File: src/rtl/fib_seq_engine_if.sv
// Wishbone classic slave bundle for fib_seq_engine; signal names follow the
// user-project Wishbone port so the wrapper can wire it straight through.
interface fib_seq_engine_if;
  logic        wbs_stb_i;
  logic        wbs_cyc_i;
  logic        wbs_we_i;
  logic [3:0]  wbs_sel_i;
  logic [31:0] wbs_adr_i;
  logic [31:0] wbs_dat_i;
  logic        wbs_ack_o;
  logic [31:0] wbs_dat_o;

  modport master (
    output wbs_stb_i, wbs_cyc_i, wbs_we_i, wbs_sel_i, wbs_adr_i, wbs_dat_i,
    input  wbs_ack_o, wbs_dat_o
  );

  modport slave (
    input  wbs_stb_i, wbs_cyc_i, wbs_we_i, wbs_sel_i, wbs_adr_i, wbs_dat_i,
    output wbs_ack_o, wbs_dat_o
  );
endinterface

File: src/rtl/fib_seq_engine.sv
// Wishbone-controlled Fibonacci/counter sequence generator clocked only by
// wb_clk_i; a clock-enable prescaler paces the steps.
module fib_seq_engine #(
  parameter int          WIDTH     = 30,
  parameter logic [31:0] BASE_ADDR = 32'h3000_0000
) (
  input  logic             wb_clk_i,
  input  logic             reset_n,
  fib_seq_engine_if.slave  wb,
  output logic [WIDTH-1:0] value_o,
  output logic             step_o,
  output logic             irq_o
);

  localparam logic [7:0] OFS_CTRL   = 8'h00;
  localparam logic [7:0] OFS_DIV    = 8'h04;
  localparam logic [7:0] OFS_SEED0  = 8'h08;
  localparam logic [7:0] OFS_SEED1  = 8'h0C;
  localparam logic [7:0] OFS_VALUE  = 8'h10;
  localparam logic [7:0] OFS_STATUS = 8'h14;
  localparam logic [7:0] OFS_COUNT  = 8'h18;

  logic             r_ack;
  logic [31:0]      r_dat;
  logic             r_on, r_mode, r_wrap, r_irq_en;
  logic [31:0]      r_div;
  logic [31:0]      r_cnt;
  logic [WIDTH-1:0] r_seed0, r_seed1;
  logic [WIDTH-1:0] r_a, r_b;
  logic [31:0]      r_count;
  logic             r_ovf;
  logic             r_irq;
  logic             r_step;

  logic             w_acc, w_hit, w_wr;
  logic             w_wr_ctrl, w_wr_div, w_wr_seed0, w_wr_seed1, w_wr_status;
  logic             w_restart, w_w1c;
  logic             w_tick, w_ovf_cond, w_ovf_set, w_step;
  logic [WIDTH:0]   w_sum;
  logic [31:0]      w_rdata;

  // A new access is taken only while ack is low, giving one-cycle ack pulses.
  assign w_acc       = wb.wbs_stb_i & wb.wbs_cyc_i & ~r_ack;
  assign w_hit       = (wb.wbs_adr_i[31:8] == BASE_ADDR[31:8]);
  assign w_wr        = w_acc & wb.wbs_we_i & w_hit;
  assign w_wr_ctrl   = w_wr & (wb.wbs_adr_i[7:0] == OFS_CTRL);
  assign w_wr_div    = w_wr & (wb.wbs_adr_i[7:0] == OFS_DIV);
  assign w_wr_seed0  = w_wr & (wb.wbs_adr_i[7:0] == OFS_SEED0);
  assign w_wr_seed1  = w_wr & (wb.wbs_adr_i[7:0] == OFS_SEED1);
  assign w_wr_status = w_wr & (wb.wbs_adr_i[7:0] == OFS_STATUS);
  assign w_restart   = w_wr_ctrl & wb.wbs_sel_i[0] & wb.wbs_dat_i[4];
  assign w_w1c       = w_wr_status & wb.wbs_sel_i[0] & wb.wbs_dat_i[0];

  assign w_tick     = r_on & (r_cnt == r_div);
  assign w_sum      = {1'b0, r_a} + {1'b0, r_b};
  assign w_ovf_cond = r_mode ? (&r_a) : w_sum[WIDTH];
  // Restart pre-empts a coincident tick entirely, including overflow detection.
  assign w_ovf_set  = w_tick & ~w_restart & w_ovf_cond;
  assign w_step     = w_tick & ~w_restart & (~w_ovf_cond | r_wrap);

  always_comb begin
    w_rdata = '0;
    if (w_hit) begin
      case (wb.wbs_adr_i[7:0])
        OFS_CTRL:   w_rdata = {28'd0, r_irq_en, r_wrap, r_mode, r_on};
        OFS_DIV:    w_rdata = r_div;
        OFS_SEED0:  w_rdata = 32'(r_seed0);
        OFS_SEED1:  w_rdata = 32'(r_seed1);
        OFS_VALUE:  w_rdata = 32'(r_a);
        OFS_STATUS: w_rdata = {30'd0, r_on, r_ovf};
        OFS_COUNT:  w_rdata = r_count;
        default:    w_rdata = '0;
      endcase
    end
  end

  always_ff @(posedge wb_clk_i or negedge reset_n) begin
    if (!reset_n) begin
      r_ack <= 1'b0;
      r_dat <= '0;
    end else begin
      r_ack <= w_acc;
      r_dat <= (w_acc & ~wb.wbs_we_i) ? w_rdata : 32'd0;
    end
  end

  // A bus write of CTRL beats the hardware stop on a non-wrapping overflow.
  always_ff @(posedge wb_clk_i or negedge reset_n) begin
    if (!reset_n) begin
      r_on     <= 1'b0;
      r_mode   <= 1'b0;
      r_wrap   <= 1'b0;
      r_irq_en <= 1'b0;
    end else if (w_wr_ctrl && wb.wbs_sel_i[0]) begin
      r_on     <= wb.wbs_dat_i[0];
      r_mode   <= wb.wbs_dat_i[1];
      r_wrap   <= wb.wbs_dat_i[2];
      r_irq_en <= wb.wbs_dat_i[3];
    end else if (w_ovf_set && !r_wrap) begin
      r_on <= 1'b0;
    end
  end

  always_ff @(posedge wb_clk_i or negedge reset_n) begin
    if (!reset_n) begin
      r_div   <= '0;
      r_seed0 <= '0;
      r_seed1 <= {{(WIDTH-1){1'b0}}, 1'b1};
    end else begin
      for (int k = 0; k < 32; k++) begin
        if (w_wr_div && wb.wbs_sel_i[k/8]) r_div[k] <= wb.wbs_dat_i[k];
      end
      for (int k = 0; k < WIDTH; k++) begin
        if (w_wr_seed0 && wb.wbs_sel_i[k/8]) r_seed0[k] <= wb.wbs_dat_i[k];
        if (w_wr_seed1 && wb.wbs_sel_i[k/8]) r_seed1[k] <= wb.wbs_dat_i[k];
      end
    end
  end

  always_ff @(posedge wb_clk_i or negedge reset_n) begin
    if (!reset_n) begin
      r_cnt <= '0;
    end else if (!r_on || w_wr_div || w_restart || w_tick) begin
      r_cnt <= '0;
    end else begin
      r_cnt <= r_cnt + 32'd1;
    end
  end

  // Sticky overflow: a new overflow outranks a coincident write-1-to-clear.
  always_ff @(posedge wb_clk_i or negedge reset_n) begin
    if (!reset_n) begin
      r_ovf <= 1'b0;
      r_irq <= 1'b0;
    end else begin
      if (w_ovf_set)  r_ovf <= 1'b1;
      else if (w_w1c) r_ovf <= 1'b0;
      r_irq <= r_ovf & r_irq_en;
    end
  end

  always_ff @(posedge wb_clk_i or negedge reset_n) begin
    if (!reset_n) begin
      r_a     <= '0;
      r_b     <= {{(WIDTH-1){1'b0}}, 1'b1};
      r_count <= '0;
      r_step  <= 1'b0;
    end else begin
      r_step <= w_step;
      if (w_restart) begin
        r_a     <= r_seed0;
        r_b     <= r_seed1;
        r_count <= '0;
      end else if (w_step) begin
        r_count <= r_count + 32'd1;
        if (w_ovf_cond) begin
          r_a <= r_seed0;
          r_b <= r_seed1;
        end else if (r_mode) begin
          r_a <= r_a + 1'b1;
        end else begin
          r_a <= r_b;
          r_b <= w_sum[WIDTH-1:0];
        end
      end
    end
  end

  assign wb.wbs_ack_o = r_ack;
  assign wb.wbs_dat_o = r_dat;
  assign value_o      = r_a;
  assign step_o       = r_step;
  assign irq_o        = r_irq;

endmodule

File: src/flat_wrapper.sv
// flat-port wrapper written by rule: the top's interface ports become plain ports
module fib_seq_engine_flat 
#(
  parameter int          WIDTH     = 30,
  parameter logic [31:0] BASE_ADDR = 32'h3000_0000
)
  (wb_clk_i, reset_n, value_o, step_o, irq_o, wb_wbs_stb_i, wb_wbs_cyc_i, wb_wbs_we_i, wb_wbs_sel_i, wb_wbs_adr_i, wb_wbs_dat_i, wb_wbs_ack_o, wb_wbs_dat_o);
  fib_seq_engine_if wb_i ();
  input  logic wb_clk_i;
  input  logic reset_n;
  output logic [WIDTH-1:0] value_o;
  output logic step_o;
  output logic irq_o;
  input wire logic [$bits(wb_i.wbs_stb_i)-1:0] wb_wbs_stb_i;
  input wire logic [$bits(wb_i.wbs_cyc_i)-1:0] wb_wbs_cyc_i;
  input wire logic [$bits(wb_i.wbs_we_i)-1:0] wb_wbs_we_i;
  input wire logic [$bits(wb_i.wbs_sel_i)-1:0] wb_wbs_sel_i;
  input wire logic [$bits(wb_i.wbs_adr_i)-1:0] wb_wbs_adr_i;
  input wire logic [$bits(wb_i.wbs_dat_i)-1:0] wb_wbs_dat_i;
  output wire logic [$bits(wb_i.wbs_ack_o)-1:0] wb_wbs_ack_o;
  output wire logic [$bits(wb_i.wbs_dat_o)-1:0] wb_wbs_dat_o;
  assign wb_i.wbs_stb_i = wb_wbs_stb_i;
  assign wb_i.wbs_cyc_i = wb_wbs_cyc_i;
  assign wb_i.wbs_we_i = wb_wbs_we_i;
  assign wb_i.wbs_sel_i = wb_wbs_sel_i;
  assign wb_i.wbs_adr_i = wb_wbs_adr_i;
  assign wb_i.wbs_dat_i = wb_wbs_dat_i;
  assign wb_wbs_ack_o = wb_i.wbs_ack_o;
  assign wb_wbs_dat_o = wb_i.wbs_dat_o;
  fib_seq_engine #(.WIDTH(WIDTH), .BASE_ADDR(BASE_ADDR)) u_core (.wb_clk_i(wb_clk_i), .reset_n(reset_n), .wb(wb_i), .value_o(value_o), .step_o(step_o), .irq_o(irq_o));
endmodule
File: config.mk
export PLATFORM = sky130hd
export DESIGN_NAME = fib_seq_engine_flat
export DESIGN_NICKNAME = d
export VERILOG_FILES = /design/src/rtl/fib_seq_engine_if.sv /design/src/rtl/fib_seq_engine.sv /design/src/flat_wrapper.sv
export SDC_FILE = /design/constraint.sdc
export NUM_CORES = 1
export LEC_CHECK = 0
export ABC_AREA = 1
export ABC_CLOCK_PERIOD_IN_PS = 3700
export CORE_MARGIN = 5
export CORE_UTILIZATION = 29
export DETAILED_ROUTE_END_ITERATION = 16
export SLEW_MARGIN = 20
export SYNTH_ARGS = -nofsm -noshare
export SYNTH_HDL_FRONTEND = slang
export SYNTH_SLANG_ARGS = --single-unit
File: constraint.sdc
create_clock -name wb_clk_i -period 3.7 [get_ports wb_clk_i]
set_input_delay 0.925 -clock wb_clk_i [delete_from_list [all_inputs] [get_ports wb_clk_i]]
set_output_delay 0.925 -clock wb_clk_i [all_outputs]
set_load 0.1 [all_outputs]
* Word level (Yosys, flattened, before mapping)
Index checks and enable logic that the tools add are counted.
** Cells by class
- Bitwise gates (word level) :: 24
- Add/subtract/negate cells :: 4
- Eq/ne operators :: 9
- Multiplexer cells :: 19
- Reductions and logical operators :: 25
** Operators by type and width (count)
- $mux W30 :: 8
- $pmux W32 S7 :: 1
- $mux W32 :: 5
- $add A32 B1 Y32 const B :: 2
- $eq A32 B32 Y1 :: 1
- $add A30 B30 Y31 :: 1
- $add A30 B1 Y30 const B :: 1
- $reduce_and A30 Y1 :: 1
- $eq A24 B22 Y1 const B :: 1
- $eq A8 B5 Y1 const B :: 3
- $and A1 B1 Y1 :: 19
- $eq A8 B4 Y1 const B :: 2
- $logic_and A1 B1 Y1 :: 14
- $eq A8 B3 Y1 const B :: 1
- $logic_not A8 Y1 :: 1
- $reduce_bool A2 Y1 :: 3
- $mux W1 :: 5
- $not A1 Y1 :: 4
- $logic_or A1 B1 Y1 :: 3
- $ne A3 B3 Y1 const B :: 1
- $logic_not A1 Y1 :: 2
- $reduce_and A2 Y1 :: 1
- $or A1 B1 Y1 :: 1
** Storage, ports and cells
- Register bits after elaboration :: 256
- Logic and storage cells :: 106
- Input port bits :: 73
- Output and inout port bits :: 65

* Depth between registers and ports, before layout
- Word-level depth :: 13
- Gate-level depth with buffers :: 18
- Depth with buffers taken out :: 17

* Worst setup path after synthesis
OpenSTA, ideal clock, no wires.
- Path type :: register -> register
- Start :: register u_core.r_a[0], in the netlist u_core.value_o[0]
- End :: register u_core.r_a[8], in the netlist u_core.value_o[8]
- Clock period less this slack :: 3.013 ns
- Slack :: 0.687 ns
- Arrival time :: 2.893 ns
- Cell stages (with the launch flop) :: 16
- Path buffers :: 1
- Setup time :: 0.120 ns
- Path through :: dfrtp_1 > ha_1 > fa_1 > nand2_1 > nand3_2 > nand2_1 > nand2_1 > nand2_1 > nand2_1 > nand2_1 > nand2_2 > nor2_4 > clkbuf_1 > nand3_1 > nand3_1 > nand2_1
** Between the ends
- Word-level cells in the longest chain between the ends :: 6
** Ends and longest elaborated chain
- start: declaration :: RTL line fib_seq_engine.sv:29 : logic [WIDTH-1:0] r_a, r_b;
- start signal: assignment :: RTL line fib_seq_engine.sv:151 : r_a <= r_seed0;
- start signal: assignment :: RTL line fib_seq_engine.sv:157 : r_a <= r_seed0;
- start signal: assignment :: RTL line fib_seq_engine.sv:160 : r_a <= r_a + 1'b1;
- $add A30 B30 Y31 or $reduce_and A30 Y1 (tied branches) :: RTL line fib_seq_engine.sv:55, fib_seq_engine.sv:56
- $mux W1 :: RTL line fib_seq_engine.sv:56 : assign w_ovf_cond = r_mode ? (&r_a) : w_sum[WIDTH];
- $not A1 Y1 :: RTL line fib_seq_engine.sv:59 : assign w_step = w_tick & ~w_restart & (~w_ovf_cond | r_wrap);
- $or A1 B1 Y1 :: RTL line fib_seq_engine.sv:59
- $and A1 B1 Y1 :: RTL line fib_seq_engine.sv:59
- $reduce_bool A2 Y1 (no source line)
Parallel ways exist; a longest one is shown, timed or not. The select of a mux whose other input is x is not followed.
A chain may end at the register's enable or synchronous reset.

* Worst setup path in the final report
- Start :: register u_core.r_a[0], in the netlist u_core.value_o[0]
- End :: register u_core.r_b[28]
** Between the ends
- Word-level cells in the longest chain between the ends :: 7
** Ends and longest elaborated chain
- $add A30 B30 Y31 or $reduce_and A30 Y1 (tied branches) :: RTL line fib_seq_engine.sv:55, fib_seq_engine.sv:56
- $mux W1 :: RTL line fib_seq_engine.sv:56
- $not A1 Y1 :: RTL line fib_seq_engine.sv:59
- $or A1 B1 Y1 :: RTL line fib_seq_engine.sv:59
- $and A1 B1 Y1 :: RTL line fib_seq_engine.sv:59
- $reduce_bool A2 Y1 (no source line)
- $reduce_and A2 Y1 (no source line)
- end signal: assignment :: RTL line fib_seq_engine.sv:145 : r_b <= {{(WIDTH-1){1'b0}}, 1'b1};
- end signal: assignment :: RTL line fib_seq_engine.sv:152 : r_b <= r_seed1;
- end signal: assignment :: RTL line fib_seq_engine.sv:158 : r_b <= r_seed1;
- end: declaration :: RTL line fib_seq_engine.sv:29
Parallel ways exist; a longest one is shown, timed or not. The select of a mux whose other input is x is not followed.

==> impl_metrics.json <==
{
  "synth_cell_types": 55,
  "start_util": 0.293,
  "fp.coreArea_um2": 56400,
  "drc": 0,
  "cts_max_path_buffers": 3,
  "utilization": 0.355,
  "cp_data_arrival_time_ns": 3.76,
  "slew_viol_final": 0,
  "via_per_inst": 4.97,
  "antennaDiodeCount": 0,
  "drt_wl_total_um": 61600,
  "antenna_found_initial": 0,
  "die_area_um2": 61800,
  "fin_hold_ws_ns": 0.394,
  "cts_setup_buffers": 0,
  "post-route-period-util": 0.882,
  "rows": 87,
  "cts_made_buffers": 29,
  "die_w_um": 249,
  "fin_nets": 2677,
  "wl_per_cell_um": 18.4,
  "critPathBufInv": 1,
  "nFillCells": 6169,
  "cts.htree.levels": 1,
  "vias": 16600,
  "yosysTopAreaCell": "dfrtp_1",
  "cp.required_ns": 4.20,
  "r2r_slack_ns": 0.44,
  "report.power.total_mw": 6.13,
  "cts_resized": 0,
  "clkTransAtPathRegs_ns": 0.06,
  "clock_skew_ns": 0.0103,
  "grt_pass1_wl_um": 95500,
  "leakage_nw": 9.68,
  "syn_nets": 2524,
  "max_freq_ghz": 0.307,
  "cp_slowest_stage_delay_ns": 0.44,
  "cts-root-buf": "clkbuf_16",
  "ios": 138,
  "worst_pin_slew_ns": 0.996,
  "grt_max_degree": 95,
  "cts_sinks": 256,
  "drtPass1Iterations": 6,
  "ant_nets": 0,
  "slew_headroom": 0.334,
  "synth_area_um2": 16500,
  "criticalPathCategory": "reg -> reg",
  "finalSetupTns_ns": 0,
  "layout_min_cycle_time_ns": 3.26,
  "port-buffer-count": 137,
  "yosysSeqAreaShare": 0.388,
  "syn_to_final_growth_pct": 21.1,
  "cts_tree": "yes",
  "drive_above_1_share": 0.0853,
  "irDropWorstVdd_v": 0.000324,
  "power_density_nw_per_um2": 307,
  "crit_top_cell": "nand2_1",
  "grt_pass1_vias": 15900,
  "critPathCaptureType": "register",
  "synth_cells": 2417,
  "grt_overflow": 0,
  "final-setup-viol-count": 0,
  "gr-usage-all-layers": 0.193,
  "synth_top_cell_area_share": 0.385,
  "holdBufCountCts": 0,
  "rsz0062_at_grt": "false",
  "synth_seq_cells": 256,
  "crit_slowest_cell": "fa_1",
  "cap_violations": 0,
  "crit_chain": "ha_1, fa_1, nand2_1, nand3_2, nand2_1, nand2_1, nand2_1, nand2_1, nand2_1, nand2_2, nand2_1, nand2_1, nand2_2, buf_12, nand3_1, nand2_1",
  "syn_avg_cell_area_um2": 6.84,
  "place.gp.congestion": 0.955,
  "drt_iter0_drc": 1594,
  "min_path_type": "in -> async",
  "ys_warn_count": 0,
  "hpwlAfterDp_um": 48100,
  "die_y_um": 249,
  "cp_top_family": "simple AND/OR/NAND/NOR gates",
  "cp_max_fo": 62,
  "yosys-top-cells-area": "dfrtp_1, nand2_1, inv_1",
  "clock_latency_ns": 0.56,
  "status": "complete, no violations",
  "cp-start-kind": "register",
  "finalHoldViolCount": 0
}
## layout make-up
type / instances / area [µm²] / area share
sequential: 256 / 6410 / 0.320
timing repair buffer: 208 / 1870 / 0.0937
clock buffer: 36 / 812 / 0.0406
multi-input combinational: 1818 / 8770 / 0.439
clock inverter: 15 / 221 / 0.0111
inverter: 257 / 966 / 0.0483
tap: 756 / 946 / 0.0473
## registers in the layout, indices dropped and copies added, names as in the netlist
register             cells
u_core.r_seed1          30
u_core.step_o            1
u_core.r_irq_en          1
u_core.r_count          32
u_core.irq_o             1
u_core.wb.wbs_ack_o      1
u_core.wb.wbs_dat_o     32
u_core.r_on              1
u_core.r_div            32
u_core.r_ovf             1
u_core.r_mode            1
u_core.r_seed0          30
u_core.r_cnt            32
u_core.r_b              30
u_core.r_wrap            1
u_core.value_o          30
## layer usage
metal / GRT usage / wire (µm)
met5: 0 / 0
met4: 0.0421 / 1330
met3: 0.0238 / 5160
met2: 0.301 / 26900
met1: 0.288 / 28200
## worst paths after layout
path                                     start                 endpoint  cells past startpoint
max                          u_core.value_o[0]           u_core.r_b[28]                     16
min                                    reset_n  u_core.wb.wbs_dat_o[18]                      1
max reg2reg                  u_core.value_o[0]           u_core.r_b[28]                     16
min reg2reg                u_core.wb.wbs_ack_o      u_core.wb.wbs_ack_o                      1
max in group asynchronous              reset_n        u_core.r_seed1[0]                      2
min in group wb_clk_i      u_core.wb.wbs_ack_o      u_core.wb.wbs_ack_o                      1
## stage by stage
stage / cells / cell area (µm²) / worst slack, ns
4_1_cts: 3346 / 20000 / 0.459
6_report: 3346 / 20000 / 0.437
3_3_place_gp: 3295 / 19000 / 0.153
3_5_place_dp: 3295 / 19000 / 0.132
2_1_floorplan: 2417 / 16500 / 0.687
5_1_grt: 3346 / 20000 / 0.247
## synth_stat cells (all sizes together)
cell     instances
o2111ai          2
nand4           81
mux2             2
a211oi           2
clkinv           3
clkbuf          45
a21oi           45
xnor2           31
a31oi           11
nor3            44
dfrtp          254
nor4            11
a31o             1
o221ai           2
and2             2
o211ai           7
a21boi           3
and3             2
ha              33
buf             41
o21bai           3
o21ai          148
inv            254
nor3b            6
a221oi          25
fa               1
nand2          897
o31ai            3
or2             15
nor2           218
dfstp            2
a41oi            1
a21o             3
nand3b           7
a22oi            3
a311oi           1
o22ai            4
nand3          152
xor2            52
## placed cells by master (no fill, tap or decap), types with 5 or more instances in the layout
cell	count
nand2_1	892
dfrtp_1	254
inv_1	251
nor2_1	213
nand3_1	148
o21ai_0	133
buf_4	117
clkdlybuf4s50_1	82
nand4_1	80
xor2_1	52
a21oi_1	44
nor3_1	41
ha_1	33
xnor2_1	31
clkbuf_16	29
a221oi_1	25
or2_2	15
o21ai_1	15
a31oi_1	11
nor4_1	9
buf_12	8
nand3b_1	7
o211ai_1	7
nor3b_1	6
clkbuf_8	6
bufinv_16	5
## logic make-up after synthesis
| logic type | Yosys count | synth area share |
|---|---|---|
| and+or+nand+nor | 1435 | 0.366 |
| adders and majority gates | 34 | 0.0262 |
| xor gates and xnor gates | 83 | 0.0440 |
| DFF | 256 | 0.388 |
| buffers and inverters | 343 | 0.0822 |
| AOI/OAI and AO/OA | 264 | 0.0922 |
| muxes | 2 | 0.00136 |
## report_power, final
group | total [mW] | internal (mW) | switching (mW) | leakage (nW)
Combinational | 0.207 | 0.0852 | 0.122 | 5.69
Clock | 3.13 | 1.90 | 1.23 | 0.498
Sequential | 2.80 | 2.80 | 0.000278 | 3.49
Total | 6.13 | 4.79 | 1.35 | 9.68
No activity file was read; power rests on OpenSTA's default activity.
